### config.mk
export PLATFORM = sky130hd
export DESIGN_NAME = multicycle_ctrl_v2_flat
export DESIGN_NICKNAME = d
export VERILOG_FILES = /design/src/rtl/multicycle_ctrl_v2_if.sv /design/src/rtl/multicycle_ctrl_v2.sv /design/src/flat_wrapper.sv
export SDC_FILE = /design/constraint.sdc
export NUM_CORES = 1
export LEC_CHECK = 0
export CORE_MARGIN = 2
export CORE_UTILIZATION = 43
export DETAILED_ROUTE_END_ITERATION = 7
export GPL_TIMING_DRIVEN = 0
export PLACE_DENSITY_LB_ADDON = 0.08
export RECOVER_POWER = 100
export SKIP_CTS_REPAIR_TIMING = 1
export SYNTH_ARGS = -nofsm -noshare
export SYNTH_HDL_FRONTEND = slang
export SYNTH_SLANG_ARGS = --single-unit
### constraint.sdc
create_clock -name clk -period 2.2 [get_ports clk]
set_clock_uncertainty 0.15 [all_clocks]
set_input_delay 0.44 -clock clk [delete_from_list [all_inputs] [get_ports clk]]
set_output_delay 0.44 -clock clk [all_outputs]
set_load 0.05 [all_outputs]
### src/rtl/multicycle_ctrl_v2_if.sv
// Control bus between the multicycle controller and the shared-memory datapath.
// master: controller side (reads opcode/mem_ready, drives strobes and selects).
// slave:  datapath side.
interface multicycle_ctrl_v2_if;
    logic [6:0] opcode;
    logic       mem_ready;
    logic       i_or_d;
    logic       ce;
    logic       oce;
    logic       wre;
    logic       pc_we;
    logic       pc_we_cond;
    logic [1:0] pc_src;
    logic [1:0] mem_to_reg;
    logic       ir_we;
    logic       reg_we;
    logic [1:0] alu_src_a;
    logic [1:0] alu_src_b;
    logic [1:0] alu_op;
    logic       illegal;

    modport master (
        input  opcode, mem_ready,
        output i_or_d, ce, oce, wre, pc_we, pc_we_cond, pc_src, mem_to_reg,
               ir_we, reg_we, alu_src_a, alu_src_b, alu_op, illegal
    );

    modport slave (
        output opcode, mem_ready,
        input  i_or_d, ce, oce, wre, pc_we, pc_we_cond, pc_src, mem_to_reg,
               ir_we, reg_we, alu_src_a, alu_src_b, alu_op, illegal
    );
endinterface

### src/rtl/multicycle_ctrl_v2.sv
// Main FSM of the multicycle RV32 core: memory strobes, PC/IR/regfile enables,
// ALU operand and operation selects. Memory states (FETCH, MEM_READ, MEM_WRITE)
// are held MEM_LAT cycles, or until mem_ready when MEM_HANDSHAKE_EN is defined.
// Outputs are a decode of the current state, so async rst drops them at once.
module multicycle_ctrl_v2 #(
    parameter int unsigned MEM_LAT = 1,
    parameter int unsigned CNT_W   = 4
) (
    input logic                 clk,
    input logic                 rst,
    multicycle_ctrl_v2_if.master bus
);

    typedef enum logic [3:0] {
        IDLE      = 4'd0,
        FETCH     = 4'd1,
        DECODE    = 4'd2,
        MEM_ADDR  = 4'd3,
        MEM_READ  = 4'd4,
        WB_MEM    = 4'd5,
        MEM_WRITE = 4'd6,
        EXEC_R    = 4'd7,
        EXEC_I    = 4'd8,
        WB_ALU    = 4'd9,
        BRANCH    = 4'd10,
        JAL       = 4'd11,
        LUI       = 4'd12,
        TRAP      = 4'd13
    } state_t;

    state_t state;
    state_t nextState;
    logic   memDone;

`ifdef MEM_HANDSHAKE_EN
    assign memDone = bus.mem_ready;
`else
    localparam logic [CNT_W-1:0] LAST_CNT = CNT_W'(MEM_LAT - 1);

    logic [CNT_W-1:0] waitCnt;
    logic             memState;

    assign memState = (state == FETCH) || (state == MEM_READ) || (state == MEM_WRITE);
    assign memDone  = (waitCnt == LAST_CNT);

    // Wait counter: counts held cycles of a memory state, zero on every entry.
    always_ff @(posedge clk or posedge rst) begin
        if (rst)
            waitCnt <= '0;
        else if (memState && (nextState == state))
            waitCnt <= waitCnt + CNT_W'(1);
        else
            waitCnt <= '0;
    end
`endif

    // State register.
    always_ff @(posedge clk or posedge rst) begin
        if (rst)
            state <= IDLE;
        else
            state <= nextState;
    end

    // Next-state and control decode; every output defaults to 0.
    always_comb begin
        nextState      = state;
        bus.i_or_d     = 1'b0;
        bus.ce         = 1'b0;
        bus.oce        = 1'b0;
        bus.wre        = 1'b0;
        bus.pc_we      = 1'b0;
        bus.pc_we_cond = 1'b0;
        bus.pc_src     = 2'b00;
        bus.mem_to_reg = 2'b00;
        bus.ir_we      = 1'b0;
        bus.reg_we     = 1'b0;
        bus.alu_src_a  = 2'b00;
        bus.alu_src_b  = 2'b00;
        bus.alu_op     = 2'b00;
        bus.illegal    = 1'b0;
        case (state)
            IDLE: nextState = FETCH;
            FETCH: begin
                bus.ce        = 1'b1;
                bus.oce       = 1'b1;
                bus.alu_src_b = 2'b01;
                bus.ir_we     = memDone;
                bus.pc_we     = memDone;
                if (memDone) nextState = DECODE;
            end
            DECODE: begin
                bus.alu_src_b = 2'b10;
                case (bus.opcode)
                    7'h03, 7'h23: nextState = MEM_ADDR;
                    7'h33:        nextState = EXEC_R;
                    7'h13:        nextState = EXEC_I;
                    7'h63:        nextState = BRANCH;
                    7'h6F:        nextState = JAL;
                    7'h37:        nextState = LUI;
                    default:      nextState = TRAP;
                endcase
            end
            MEM_ADDR: begin
                bus.alu_src_a = 2'b01;
                bus.alu_src_b = 2'b10;
                nextState     = (bus.opcode == 7'h23) ? MEM_WRITE : MEM_READ;
            end
            MEM_READ: begin
                bus.i_or_d = 1'b1;
                bus.ce     = 1'b1;
                bus.oce    = 1'b1;
                if (memDone) nextState = WB_MEM;
            end
            WB_MEM: begin
                bus.reg_we     = 1'b1;
                bus.mem_to_reg = 2'b01;
                nextState      = FETCH;
            end
            MEM_WRITE: begin
                bus.i_or_d = 1'b1;
                bus.ce     = 1'b1;
                bus.oce    = 1'b1;
                bus.wre    = 1'b1;
                if (memDone) nextState = FETCH;
            end
            EXEC_R: begin
                bus.alu_src_a = 2'b01;
                bus.alu_op    = 2'b10;
                nextState     = WB_ALU;
            end
            EXEC_I: begin
                bus.alu_src_a = 2'b01;
                bus.alu_src_b = 2'b10;
                bus.alu_op    = 2'b11;
                nextState     = WB_ALU;
            end
            WB_ALU: begin
                bus.reg_we = 1'b1;
                nextState  = FETCH;
            end
            BRANCH: begin
                bus.alu_src_a  = 2'b01;
                bus.alu_op     = 2'b01;
                bus.pc_we_cond = 1'b1;
                bus.pc_src     = 2'b01;
                nextState      = FETCH;
            end
            JAL: begin
                bus.reg_we     = 1'b1;
                bus.mem_to_reg = 2'b10;
                bus.pc_we      = 1'b1;
                bus.pc_src     = 2'b01;
                nextState      = FETCH;
            end
            LUI: begin
                bus.alu_src_a = 2'b10;
                bus.alu_src_b = 2'b10;
                nextState     = WB_ALU;
            end
            TRAP: begin
                bus.illegal = 1'b1;
                nextState   = TRAP;
            end
            default: nextState = IDLE;
        endcase
    end

endmodule
### src/flat_wrapper.sv
// flat-port wrapper written by rule: the top's interface ports become plain ports
module multicycle_ctrl_v2_flat 
#(
    parameter int unsigned MEM_LAT = 1,
    parameter int unsigned CNT_W   = 4
)
  (clk, rst, bus_opcode, bus_mem_ready, bus_i_or_d, bus_ce, bus_oce, bus_wre, bus_pc_we, bus_pc_we_cond, bus_pc_src, bus_mem_to_reg, bus_ir_we, bus_reg_we, bus_alu_src_a, bus_alu_src_b, bus_alu_op, bus_illegal);
  multicycle_ctrl_v2_if bus_i ();
  input logic clk;
  input logic rst;
  input wire logic [$bits(bus_i.opcode)-1:0] bus_opcode;
  input wire logic [$bits(bus_i.mem_ready)-1:0] bus_mem_ready;
  output wire logic [$bits(bus_i.i_or_d)-1:0] bus_i_or_d;
  output wire logic [$bits(bus_i.ce)-1:0] bus_ce;
  output wire logic [$bits(bus_i.oce)-1:0] bus_oce;
  output wire logic [$bits(bus_i.wre)-1:0] bus_wre;
  output wire logic [$bits(bus_i.pc_we)-1:0] bus_pc_we;
  output wire logic [$bits(bus_i.pc_we_cond)-1:0] bus_pc_we_cond;
  output wire logic [$bits(bus_i.pc_src)-1:0] bus_pc_src;
  output wire logic [$bits(bus_i.mem_to_reg)-1:0] bus_mem_to_reg;
  output wire logic [$bits(bus_i.ir_we)-1:0] bus_ir_we;
  output wire logic [$bits(bus_i.reg_we)-1:0] bus_reg_we;
  output wire logic [$bits(bus_i.alu_src_a)-1:0] bus_alu_src_a;
  output wire logic [$bits(bus_i.alu_src_b)-1:0] bus_alu_src_b;
  output wire logic [$bits(bus_i.alu_op)-1:0] bus_alu_op;
  output wire logic [$bits(bus_i.illegal)-1:0] bus_illegal;
  assign bus_i.opcode = bus_opcode;
  assign bus_i.mem_ready = bus_mem_ready;
  assign bus_i_or_d = bus_i.i_or_d;
  assign bus_ce = bus_i.ce;
  assign bus_oce = bus_i.oce;
  assign bus_wre = bus_i.wre;
  assign bus_pc_we = bus_i.pc_we;
  assign bus_pc_we_cond = bus_i.pc_we_cond;
  assign bus_pc_src = bus_i.pc_src;
  assign bus_mem_to_reg = bus_i.mem_to_reg;
  assign bus_ir_we = bus_i.ir_we;
  assign bus_reg_we = bus_i.reg_we;
  assign bus_alu_src_a = bus_i.alu_src_a;
  assign bus_alu_src_b = bus_i.alu_src_b;
  assign bus_alu_op = bus_i.alu_op;
  assign bus_illegal = bus_i.illegal;
  multicycle_ctrl_v2 #(.MEM_LAT(MEM_LAT), .CNT_W(CNT_W)) u_core (.clk(clk), .rst(rst), .bus(bus_i));
endmodule
Word-level counts from Yosys, hierarchy flattened
Index checks and enable logic that the tools add are counted.
{"block": "word_totals", "elab_cells": 58, "regBits": 8, "in_bits": 10}
{"block": "op_classes", "mux": 20, "add_sub_neg": 1, "eq_ne": 21, "n_reduce_logical": 14}
{"op": "case mux 4 bit (8 select lines)", "count": 1}
{"op": "== test 4 bit (second input constant)", "count": 6}
{"op": "case mux 4 bit (6 select lines)", "count": 1}
{"op": "== test 7 x 6 -> 1 bit (second input constant)", "count": 3}
{"op": "== test 4 x 3 -> 1 bit (second input constant)", "count": 4}
{"op": "2-to-1 mux 4 bit", "count": 4}
{"op": "== test 7 bit (second input constant)", "count": 2}
{"op": "case mux 2 bit (2 select lines)", "count": 3}
{"op": "OR reduction 3 bit", "count": 3}
{"op": "== test 4 x 2 -> 1 bit (second input constant)", "count": 2}
{"op": "logical NOT 4 bit", "count": 2}
{"op": "2-to-1 mux 1 bit", "count": 8}
{"op": "OR reduction 4 bit", "count": 2}
{"op": "== test 7 x 2 -> 1 bit (second input constant)", "count": 1}
{"op": "== test 7 x 5 -> 1 bit (second input constant)", "count": 1}
{"op": "case mux 2 bit (3 select lines)", "count": 1}
{"op": "OR reduction 2 bit", "count": 3}
{"op": "OR reduction 5 bit", "count": 1}
{"op": "adder 4 x 1 -> 4 bit (second input constant)", "count": 1}
{"op": "== test 4 x 1 -> 1 bit (second input constant)", "count": 1}
{"op": "== test 4 bit", "count": 1}
{"op": "logical OR 1 bit", "count": 2}
{"op": "2-to-1 mux 2 bit", "count": 1}
{"op": "case mux 1 bit (2 select lines)", "count": 1}
{"op": "logical AND 1 bit", "count": 1}

Longest topological paths before layout
Gate-level depths: netlist of the first run.
{"block": "depth", "depth_word": 7, "ltp_mapped": 6, "mapped_depth_nobuf": 6}

Worst setup path before layout of the first run
OpenSTA, ideal clock, no wires.
{"block": "synth_timing", "path_kind": "flip-flop to output port", "from": "reg u_core.waitCnt[0]", "to": "out bus_pc_we", "setup_slack_ps": -350, "path_stages_with_launch": 6, "t_arrival_ps": 1960, "cell_sequence": "dfrtp_1 -> inv_1 -> ha_1 -> or3b_4 -> nor4_4 -> or2_2"}
{"block": "synth_via", "elab_chain_len": 2}
{"item": "start: declaration", "line_no": "multicycle_ctrl_v2.sv:40", "rtl": "logic [CNT_W-1:0] waitCnt;"}
{"item": "start signal: assignment", "line_no": "multicycle_ctrl_v2.sv:51", "rtl": "waitCnt <= waitCnt + CNT_W'(1);"}
{"item": "logical NOT 4 bit", "line_no": "multicycle_ctrl_v2.sv:44", "rtl": "assign memDone = (waitCnt == LAST_CNT);"}
{"item": "case mux 1 bit (2 select lines)", "line_no": "multicycle_ctrl_v2.sv:82", "rtl": "case (state)"}
{"item": "end: declaration", "line_no": "flat_wrapper.sv:17", "rtl": "output wire logic [$bits(bus_i.pc_we)-1:0] bus_pc_we;"}
No other way between the ends.

Worst setup path in the final report of the first run
{"block": "layout_timing", "from": "reg u_core.waitCnt[1]", "to": "out bus_pc_we"}
The elaborated chain is that of the path after synthesis.

==> results of run 1 <==
[layer usage]
layer / share of wire [%] / vias up / global-route usage (%)
li1: - / 408 / -
met1: 43 / 381 / 24.5
met2: 52 / 25 / 29.7
met3: 4.1 / 2 / 2.75
met4: 0.68 / 0 / 6.86
met5: 0 / - / 0
[kinds of logic after synthesis]
group | count (synthesis) | synth area share [%]
AND/OR/NAND/NOR | 45 | 34.1
other | 1 | 0.491
AO/OA/AOI/OAI | 24 | 22.1
buffers and inverters | 16 | 10.2
XOR/XNOR | 2 | 2.30
adder cells (fa/ha/maj) | 3 | 4.59
flip-flops | 8 | 26.2
[sequential cells by signal, indices dropped and copies added (netlist names)]
register	cells
u_core.waitCnt	4
u_core.state	4
[cells in the final DEF, fill, tap and decap left out, types with 2 or more instances in the layout]
| cell | Yosys | layout |
|---|---|---|
| clkbuf_4 | 0 | 6 |
| nand2_1 | 7 | 8 |
| buf_2 | 2 | 3 |
| xnor2_1 | 2 | 2 |
| clkdlybuf4s50_1 | 0 | 5 |
| buf_4 | 2 | 6 |
| a31oi_1 | 2 | 2 |
| nand3_1 | 2 | 2 |
| o22ai_1 | 2 | 2 |
| inv_1 | 10 | 10 |
| nor2_1 | 14 | 14 |
| buf_6 | 1 | 4 |
| dlygate4sd3_1 | 0 | 3 |
| ha_1 | 2 | 2 |
| nor3b_1 | 2 | 2 |
| or3b_4 | 2 | 2 |
| dfrtp_1 | 8 | 8 |
| a21oi_1 | 3 | 4 |
| or2_2 | 2 | 2 |
| clkbuf_2 | 0 | 9 |
| o31ai_1 | 2 | 2 |
| o21ai_0 | 6 | 5 |
[worst max-delay path: stages, from the launching register on]
cell and delay, ps:
dfrtp_1 400, inv_1 70, ha_1 150, or3b_4 420, nor4_4 220, or2_2 170
buf_6 150
[worst max-delay path by stage]
stage                            to  slack [ps]  depth (start not counted)
after floorplan           bus_pc_we        -350                          5
after global placement    bus_pc_we        -540                          6
after detailed placement  bus_pc_we        -580                          6
after CTS                 bus_pc_we        -860                          6
after global routing      bus_pc_we        -270                          6
final                     bus_pc_we        -220                          6
[area by class of cell]
type	instances	area (sq um)	area share (%)
multi-input combinational	75	483	46.1
timing repair buffer	30	239	22.8
sequential	8	200	19.1
buffer	6	45.0	4.30
inverter	10	37.5	3.58
clock buffer	3	22.5	2.15
tap	17	21.3	2.03
[metrics by stage]
stage,setup TNS (ps),setup slack (ps),instances
after CTS,-9690,-863,145
after global placement,-4400,-541,142
after floorplan,-350,-350,99
after detailed placement,-4650,-581,142
after global routing,-950,-270,149
final,-509,-223,149
[report_power, final]
group | leakage, nW | internal (W) | switching, W
sequential | 0.106 | 0.000178 | 0.0000302
clock | 0.0138 | 0.0000622 | 0.0000472
combinational | 0.381 | 0.000403 | 0.000775
==> impl_metrics.toml, run 1 <==
[status]
status = "finished, violations left"
violations = "setup timing"

[synthesis]
syn_inst = 99
ys_seq_area_share_pct = 26.2
synth_area_leader_cell = "dfrtp_1"
syn-cell-area_sq_um = 763
synth_edf_count = 0
ys.flop_type = "dfrtp_1"
netlist_top_cells_area = "dfrtp_1, nor2_1, inv_1"
synth_nets = 111
yosysUniqueCellTypes = 43
synth-async-reset-ratio_pct = 100
synth_most_common_cell = "nor2_1"
synth-seq-cells = 8
avgSynthCellArea_sq_um = 7.71
yosysTopAreaCellShare_pct = 26.2
synth_common_cells = "nor2_1, inv_1, dfrtp_1"
synth_warnings = 0

[power]
powerDensity_nw_per_um2 = 1430
power_leakage_nw = 0.501
finalPower_w = 0.00150
peakVddDrop_mv = 1.10

[clock_network]
path_clk_slew_ps = 50
htree_levels = 1
cts_root_buf = "clkbuf_4"
clock_latency_ps = 250
cts_buffers = 3
cts_tree = "done"
cts_num_sinks = 8
cts_buffer_depth = 2

[die]
fp.dieArea_sq_um = 2130
start_util_pct = 45.2
fp.dieH_um = 46.1
rows = 15
ioPinCount = 29
dieWidth_um = 46.1
coreArea_sq_um = 1690

[critical_path]
endpoint_kind = "output port"
worstPathMaxFanout = 4
arrival_ps = 1830
reg2reg_to = "u_core.state[1]$_DFF_PP0_"
start_kind = "flip-flop"
path_class = "flip-flop to output port"
required_ps = 1610
reg2reg_slack_ps = 370
reg2reg_from = "u_core.waitCnt[1]$_DFF_PP0_"
reg2reg_depth = 7
cp-startpoint = "u_core.waitCnt[1]$_DFF_PP0_"

[routing]
drt-vias-per-instance = 5.48
drc = 0
vias = 816
wl_mm = 1.91
drt-wirelength-per-cell_um = 12.8
drtIter0Drc = 13
drt-pass1-iter-count = 4
detail-route-antenna-nets = 0

[placement]
dpl.hpwl_mm = 1.48
post_dp_cell_area_sq_um = 1050
gp_congestion = 0.805
portBuffers = 26

[global_route]
grt_max_degree = 11
grt-ovfl-total = 0
first_global_vias = 713
grt_pass1_wl_mm = 2.86
antenna_found_initial = 0
grt_usage_pct = 18.4

[timing]
rsz0062_at_grt = "true"
setup_ws_ps = -223
hold_violations = 0
setup_viol = 4
finalCritPeriodShare_pct = 110
slew_violations = 0
period_minus_slack_ps = 2420
max_clock_freq_mhz = 413
maxSlewHeadroom_pct = 64.7
worst_pin_slew_ps = 529
whs_ps = 422

[layout]
fillers = 172
post-route-cell-area_sq_um = 1050
diodes = 0
final_util_pct = 62.1
area_growth_syn_to_layout_pct = 37.4
fin_nets = 146
drive_gt1_share_pct = 29.5

[flow_run]
cap_violations = 0

[min_path]
hp-class = "primary input to asynchronous set/reset pin"
(Power assumes the default switching activity.)
==> run 2: changes to the inputs <==
--- a/config.mk
+++ b/config.mk
@@ -5,12 +5,13 @@
 export SDC_FILE = /design/constraint.sdc
 export NUM_CORES = 1
 export LEC_CHECK = 0
-export CORE_MARGIN = 2
-export CORE_UTILIZATION = 43
+export CORE_UTILIZATION = 45
+export CTS_BUF_LIST = sky130_fd_sc_hd__clkbuf_8
 export DETAILED_ROUTE_END_ITERATION = 7
 export GPL_TIMING_DRIVEN = 0
 export PLACE_DENSITY_LB_ADDON = 0.08
 export RECOVER_POWER = 100
+export REMOVE_ABC_BUFFERS = 1
 export SKIP_CTS_REPAIR_TIMING = 1
 export SYNTH_ARGS = -nofsm -noshare
 export SYNTH_HDL_FRONTEND = slang
==> run 2 against run 1 <==
Combinational power down 8%. Setup slack better by 62 ps. Critical endpoint unchanged. Non-clock buffer count down 4. Hold slack worse by 56 ps. First-iteration DRC count up 23%. Die area down 12%. Sequential share of layout area up 0.066 points. Clock power up 60%. Routed wire length up 6.0%. Largest power group unchanged. Sequential power up 38%. Highest routed layer unchanged. Register-to-register slack better by 30 ps. The flow still finishes with violations (setup timing). Final cell count down 3.4%.
==> impl_metrics.toml, run 2 (synthesis results as in run 1) <==
[status]
status = "finished, violations left"
violations = "setup timing"

[critical_path]
path_class = "flip-flop to output port"
reg2reg_from = "u_core.waitCnt[0]$_DFF_PP0_"
start_kind = "flip-flop"
worstPathMaxFanout = 4
reg2reg_depth = 6
endpoint = "bus_pc_we"
endpoint_kind = "output port"
cp-startpoint = "u_core.waitCnt[0]$_DFF_PP0_"
reg2reg_to = "u_core.state[2]$_DFF_PP0_"
reg2reg_slack_ps = 400
arrival_ps = 1770
required_ps = 1610

[die]
rows = 14
ioPinCount = 29
start_util_pct = 49.5
fp.dieH_um = 43.2
fp.dieArea_sq_um = 1860
dieWidth_um = 43.2
coreArea_sq_um = 1540

[routing]
detail-route-antenna-nets = 0
wl_mm = 2.03
drt-vias-per-instance = 5.67
drc = 0
vias = 816
drt-pass1-iter-count = 4
drt-wirelength-per-cell_um = 14.1
drtIter0Drc = 16

[flow_run]
cap_violations = 0

[global_route]
met2_usage_pct = 34.3
grt_pass1_wl_mm = 2.97
top_usage_layer = "met2"
grt_max_degree = 15
met1_usage_pct = 27.9
grt_use_met3_pct = 5.11
grt-ovfl-total = 0
grt_usage_pct = 21.1
first_global_vias = 688
antenna_found_initial = 0

[layout]
drive_gt1_share_pct = 28.9
area_growth_syn_to_layout_pct = 40.3
fin_nets = 142
reg.largest.list = "u_core.state: 4 flops, u_core.waitCnt: 4 flops"
finalNonFillerCells = 144
final_common_cell = "nor2_1"
final_cell_mix = "nor2_1, inv_1, clkbuf_2"
fillers = 134
diodes = 0

[timing]
setup_tns_ps = -309
setup_viol = 2
worst_pin_slew_ps = 501
slew_violations = 0
period_minus_slack_ps = 2360
hold_violations = 0
max_clock_freq_mhz = 424
setup_ws_ps = -161
finalCritPeriodShare_pct = 107
whs_ps = 365
rsz0062_at_grt = "true"
maxSlewHeadroom_pct = 66.5

[placement]
gp_congestion = 0.890
portBuffers = 26
dpl.hpwl_mm = 1.37
dpl.cell_count = 135

[clock_network]
path_clk_slew_ps = 40
htree_levels = 1
cts_root_buf = "clkbuf_8"
cts_num_sinks = 8
cts_tree = "done"
cts_buffers = 3
clock_latency_ps = 230
cts_buffer_depth = 2

[power]
peakVddDrop_mv = 0.885
power_leakage_nw = 0.536
powerDensity_nw_per_um2 = 1450

[min_path]
hp-class = "flip-flop to flip-flop"
[run 2: cell types whose count changed in the layout (fill, tap and decap cells not counted), sizes merged]
cell | before | now
buf | 14 | 11
clkbuf | 16 | 12
dlygate4sd3 | 3 | 1
clkdlybuf4s50 | 5 | 7
dlymetal6s2s | 1 | 4
[run 2: where the power goes]
part	switching (W)	total [W]	leakage, nW	internal (W)
combinational	0.000710	0.00109	0.413	0.000383
clock	0.0000560	0.000174	0.0216	0.000118
sequential	0.000103	0.000287	0.101	0.000184
[run 2: worst min path at each step]
| stage | depth (start not counted) | to | start | slack, ps |
|---|---|---|---|---|
| after floorplan | 1 | u_core.state[0]$_DFF_PP0_ | rst | 110 |
| after CTS | 2 | u_core.state[2]$_DFF_PP0_ | rst | 310 |
| after global placement | 1 | u_core.waitCnt[0]$_DFF_PP0_ | u_core.waitCnt[0]$_DFF_PP0_ | 330 |
| final | 1 | u_core.waitCnt[0]$_DFF_PP0_ | u_core.waitCnt[0]$_DFF_PP0_ | 370 |
| after global routing | 1 | u_core.waitCnt[0]$_DFF_PP0_ | u_core.waitCnt[0]$_DFF_PP0_ | 370 |
| after detailed placement | 1 | u_core.waitCnt[0]$_DFF_PP0_ | u_core.waitCnt[0]$_DFF_PP0_ | 360 |
[run 2: cell type report]
cell class                      count  area [sq um]  share of cell area (%)
Sequential cell                     8           205                    19.2
Multi-Input combinational cell     75           488                    45.6
Tap cell                           16          20.0                    1.87
Timing Repair Buffer               32           279                    26.1
Clock buffer                        3          41.3                    3.86
Inverter                           10          37.5                    3.50
[run 2: layer usage]
metal	share of wire [%]	routed length [um]	vias up
li1	-	-	405
met2	48	980	36
met4	0.69	14	0
met5	0	0	-
met1	46	924	372
met3	5.4	109	3
[run 2: metrics by stage]
stage                     total power (W)  area [sq um]  worst slack (ps)  utilization [%]
after global routing              0.00163          1070              -209             69.5
after floorplan                  0.000995           723              -350                -
after global placement            0.00130          1000              -509             65.1
after CTS                         0.00149          1040              -783             67.8
final                             0.00155          1070              -161             69.5
after detailed placement          0.00131          1000              -542             65.1
[run 2: worst max-delay path, cell delays in order, from the launching register on]
cell,delay [ps]
dfrtp_1,410
inv_1,70
ha_1,150
or3b_4,410
nor4_4,180
or2_2,160
buf_6,150
